### src/rtl/pipe_stage_reg.sv
// Pipeline boundary register: payload + control carried through a valid/ready stage with a 2-entry skid buffer.
// Define PIPE_STAGE_PERF_EN to add saturating stall_cnt / bubble_cnt performance counters.
module pipe_stage_reg #(
    parameter int DATA_W = 96,
    parameter int CTRL_W = 8,
    parameter int CNT_W  = 16
) (
    input  logic              clk,
    input  logic              reset,
    input  logic              flush,
    input  logic              in_valid,
    output logic              in_ready,
    input  logic [DATA_W-1:0] in_data,
    input  logic [CTRL_W-1:0] in_ctrl,
    output logic              out_valid,
    input  logic              out_ready,
`ifdef PIPE_STAGE_PERF_EN
    output logic [CNT_W-1:0]  stall_cnt,
    output logic [CNT_W-1:0]  bubble_cnt,
`endif
    output logic [DATA_W-1:0] out_data,
    output logic [CTRL_W-1:0] out_ctrl
);

    logic              m_v_q, m_v_d;
    logic [DATA_W-1:0] m_data_q, m_data_d;
    logic [CTRL_W-1:0] m_ctrl_q, m_ctrl_d;
    logic              s_v_q, s_v_d;
    logic [DATA_W-1:0] s_data_q, s_data_d;
    logic [CTRL_W-1:0] s_ctrl_q, s_ctrl_d;

    logic accept;
    logic deliver;
    logic main_free;

    // in_ready depends only on the skid flag, so out_ready never reaches upstream combinationally.
    assign in_ready  = ~s_v_q;
    assign out_valid = m_v_q;
    assign out_data  = m_data_q;
    assign out_ctrl  = m_v_q ? m_ctrl_q : '0;

    assign accept    = in_valid & in_ready;
    assign deliver   = m_v_q & out_ready;
    assign main_free = ~m_v_q | deliver;

    always_comb begin
        m_v_d    = m_v_q;
        m_data_d = m_data_q;
        m_ctrl_d = m_ctrl_q;
        s_v_d    = s_v_q;
        s_data_d = s_data_q;
        s_ctrl_d = s_ctrl_q;
        if (flush) begin
            m_v_d = 1'b0;
            s_v_d = 1'b0;
        end else if (main_free) begin
            if (s_v_q) begin
                m_v_d    = 1'b1;
                m_data_d = s_data_q;
                m_ctrl_d = s_ctrl_q;
                s_v_d    = accept;
                if (accept) begin
                    s_data_d = in_data;
                    s_ctrl_d = in_ctrl;
                end
            end else begin
                m_v_d = accept;
                if (accept) begin
                    m_data_d = in_data;
                    m_ctrl_d = in_ctrl;
                end
            end
        end else if (accept) begin
            s_v_d    = 1'b1;
            s_data_d = in_data;
            s_ctrl_d = in_ctrl;
        end
    end

    always_ff @(posedge clk or negedge reset) begin
        if (!reset) begin
            m_v_q    <= 1'b0;
            m_data_q <= '0;
            m_ctrl_q <= '0;
            s_v_q    <= 1'b0;
            s_data_q <= '0;
            s_ctrl_q <= '0;
        end else begin
            m_v_q    <= m_v_d;
            m_data_q <= m_data_d;
            m_ctrl_q <= m_ctrl_d;
            s_v_q    <= s_v_d;
            s_data_q <= s_data_d;
            s_ctrl_q <= s_ctrl_d;
        end
    end

`ifdef PIPE_STAGE_PERF_EN
    logic [CNT_W-1:0] stall_cnt_q, stall_cnt_d;
    logic [CNT_W-1:0] bubble_cnt_q, bubble_cnt_d;

    // Counters saturate and deliberately ignore flush.
    always_comb begin
        stall_cnt_d  = stall_cnt_q;
        bubble_cnt_d = bubble_cnt_q;
        if (m_v_q && !out_ready && !(&stall_cnt_q))
            stall_cnt_d = stall_cnt_q + CNT_W'(1);
        if (!m_v_q && !(&bubble_cnt_q))
            bubble_cnt_d = bubble_cnt_q + CNT_W'(1);
    end

    always_ff @(posedge clk or negedge reset) begin
        if (!reset) begin
            stall_cnt_q  <= '0;
            bubble_cnt_q <= '0;
        end else begin
            stall_cnt_q  <= stall_cnt_d;
            bubble_cnt_q <= bubble_cnt_d;
        end
    end

    assign stall_cnt  = stall_cnt_q;
    assign bubble_cnt = bubble_cnt_q;
`endif

endmodule

### config.mk
export PLATFORM = sky130hd
export DESIGN_NAME = pipe_stage_reg
export DESIGN_NICKNAME = d
export VERILOG_FILES = /design/src/rtl/pipe_stage_reg.sv
export SDC_FILE = /design/constraint.sdc
export NUM_CORES = 1
export LEC_CHECK = 0
export ABC_AREA = 0
export CAP_MARGIN = 20
export CORE_MARGIN = 3
export CORE_UTILIZATION = 54
export DETAILED_ROUTE_END_ITERATION = 16
export PLACE_DENSITY = 0.85
export SLEW_MARGIN = 20
export SYNTH_ARGS = -nofsm -noshare
export SYNTH_HDL_FRONTEND = slang
export SYNTH_SLANG_ARGS = --single-unit
### constraint.sdc
create_clock -name clk -period 3.2 [get_ports clk]
set_clock_uncertainty 0.1 [all_clocks]
set_input_delay 0.8 -clock clk [delete_from_list [all_inputs] [get_ports clk]]
set_output_delay 0.8 -clock clk [all_outputs]
set_load 0.01 [all_outputs]
==> reports/qor.yml <==
fmax_ghz: 0.376
ant_nets: 0
vias: 5520
vdd_ir_drop_max_uv: 486
final_cell_mix: "213 x clkdlybuf4s50_1, 209 x dfrtp_1, 203 x mux2_2"
nets: 904
post_cts_buffers: 0
slew_violations: 0
power.density_mw_per_mm2: 616
crit_path_end_kind: "output pin"
worst-path-max-fanout: 16
io_buffer_count: 214
drive_gt1_share_pct: 39.1
grt_setup_unrepaired: "no"
grt_max_degree: 93
gr-total-overflow: 0
drt_iter0_drc: 182
gp_congestion: 0.769
grt_usage_pct: 21.7
synth_warnings: 0
arrival_ps: 1760
holdCritPathClass: "input port to asynchronous set/reset pin"
tns_ps: 0
worstMarginPinSlew_ps: 644
synth_cell_types: 18
crit_type: "flip-flop to output pin"
cts_buffer_depth: 3
ctsHoldBuffers: 0
ys_seq_area_share_pct: 56.1
final_common_cell: "clkdlybuf4s50_1"
grt_pass1_wl_um: 32800
finalInstanceArea_sq_mm: 0.0124
maxSlewHeadroom_pct: 57.1
start_util_pct: 55.9
syn2layout_area_growth_pct: 32.8
yosys-top-cells-area: "dfrtp_1 56%, mux2_2 24%, mux2_4 9.6%"
syn_inst: 573
cap_viol_max_count: 0
post-place-cells: 990
die_w_um: 138
cts_tree: "yes"
antenna_cells: 0
avgSynthCellArea_sq_um: 16.3
clock_sinks: 210
clk_latency_ps: 490
start_kind: "flip-flop"
cts_made_buffers: 23
hpwl_um: 13900
root_buffer: "clkbuf_16"
crit_required_ps: 2300
ctsResizeCount: 0
syn_area_sq_mm: 0.00936
placed_area_sq_mm: 0.0118
fin_crit_ps: 2660
leakagePower_nw: 5.40
synth-seq-cells: 210
drc_errors: 0
die_h_um: 138
vias_per_cell: 5.37
met1_usage_pct: 27.9
use_met3_pct: 7.01
fin_cells: 1028
grt_pass1_vias: 6182
fin_crit_sh_pct: 83.1
hold_viol: 0
top_usage_layer: "met2"
hold-worst-slack_ps: 234
firstDrtPassIters: 4
yosysTopAreaCellShare_pct: 56.1
grt_antenna_before_repair: 2
rows: 47
die_area_sq_mm: 0.0190
routedWlPerCell_um: 19.9
synth_top_area_cell: "dfrtp_1"
grt_util_met2_pct: 36.3
setup_viol: 0
syn_nets: 682
routed_wl_um: 20400
core_sq_mm: 0.0168
htreeDepth: 1
status: "finished clean"
ios: 215
power_mw: 7.66
clk_pin_slew_worst_paths_ps: 60
-- registers in the layout, summed over array words and instances (netlist names) --
signal / flops
out_data: 96
s_data_q: 96
m_ctrl_q: 8
s_ctrl_q: 8
out_valid: 1
s_v_q: 1
-- report_power, final --
part	switching [mW]	leakage [nW]	internal, mW
Combinational	0.566	2.55	1.14
Clock	1.01	0.327	1.37
Sequential	0.334	2.52	3.25
-- layout make-up --
| type | count | area, sq um |
|---|---|---|
| Sequential cell | 210 | 5260 |
| Tap cell | 220 | 275 |
| Clock inverter | 5 | 28.8 |
| Fill cell | 1051 | 4330 |
| Inverter | 1 | 3.75 |
| Timing Repair Buffer | 231 | 2370 |
| Multi-Input combinational cell | 328 | 3860 |
| Clock buffer | 33 | 633 |
-- logic make-up after synthesis --
group | count (synthesis) | synth area share (%)
compound gates | 1 | 0.0534
buf+inv | 35 | 2.75
flops | 210 | 56.1
mux | 312 | 39.9
simple gates | 15 | 1.15
-- cells in the mapped netlist --
| master | count |
|---|---|
| a21oi_1 | 1 |
| and2_1 | 8 |
| and2b_4 | 1 |
| buf_2 | 14 |
| buf_4 | 1 |
| buf_6 | 14 |
| clkbuf_1 | 5 |
| dfrtp_1 | 210 |
| inv_1 | 1 |
| mux2_1 | 49 |
| mux2_2 | 203 |
| mux2_4 | 60 |
| nand2b_1 | 1 |
| nand3_2 | 1 |
| nor2_1 | 1 |
| nor2_2 | 1 |
| nor3_1 | 1 |
| nor3_4 | 1 |
-- worst max-delay path, stage by stage, from the launching register on --
cell and delay (ps):
dfrtp_4 590, inv_1 90, clkdlybuf4s50_1 580
-- path summary, 6_finish.rpt --
check	cells after the start	slack, ps	start	to
worst min register to register	1	380	out_data[37]	out_data[37]
min in group clk	1	380	out_data[37]	out_data[37]
worst min-delay path	1	230	reset	s_data_q[62]
max in group asynchronous	2	2020	reset	out_data[23]
worst max register to register	3	1140	s_v_q	out_data[61]
worst max-delay path	2	540	s_v_q	in_ready
-- through the flow --
| step | utilization, % | setup slack [ps] |
|---|---|---|
| 6_report | 74.2 | 542 |
| 2_1_floorplan | - | 1120 |
| 3_3_place_gp | 70.2 | 439 |
| 4_1_cts | 74.2 | 515 |
| 3_5_place_dp | 70.2 | 368 |
| 5_1_grt | 74.2 | 491 |
-- layer usage --
metal | wire, um | part of all wire, %
met2 | 9810 | 48
met5 | 18 | 0.088
met1 | 8430 | 41
met4 | 390 | 1.9
met3 | 1780 | 8.7
Note: power is estimated with default switching activity, not from simulation.
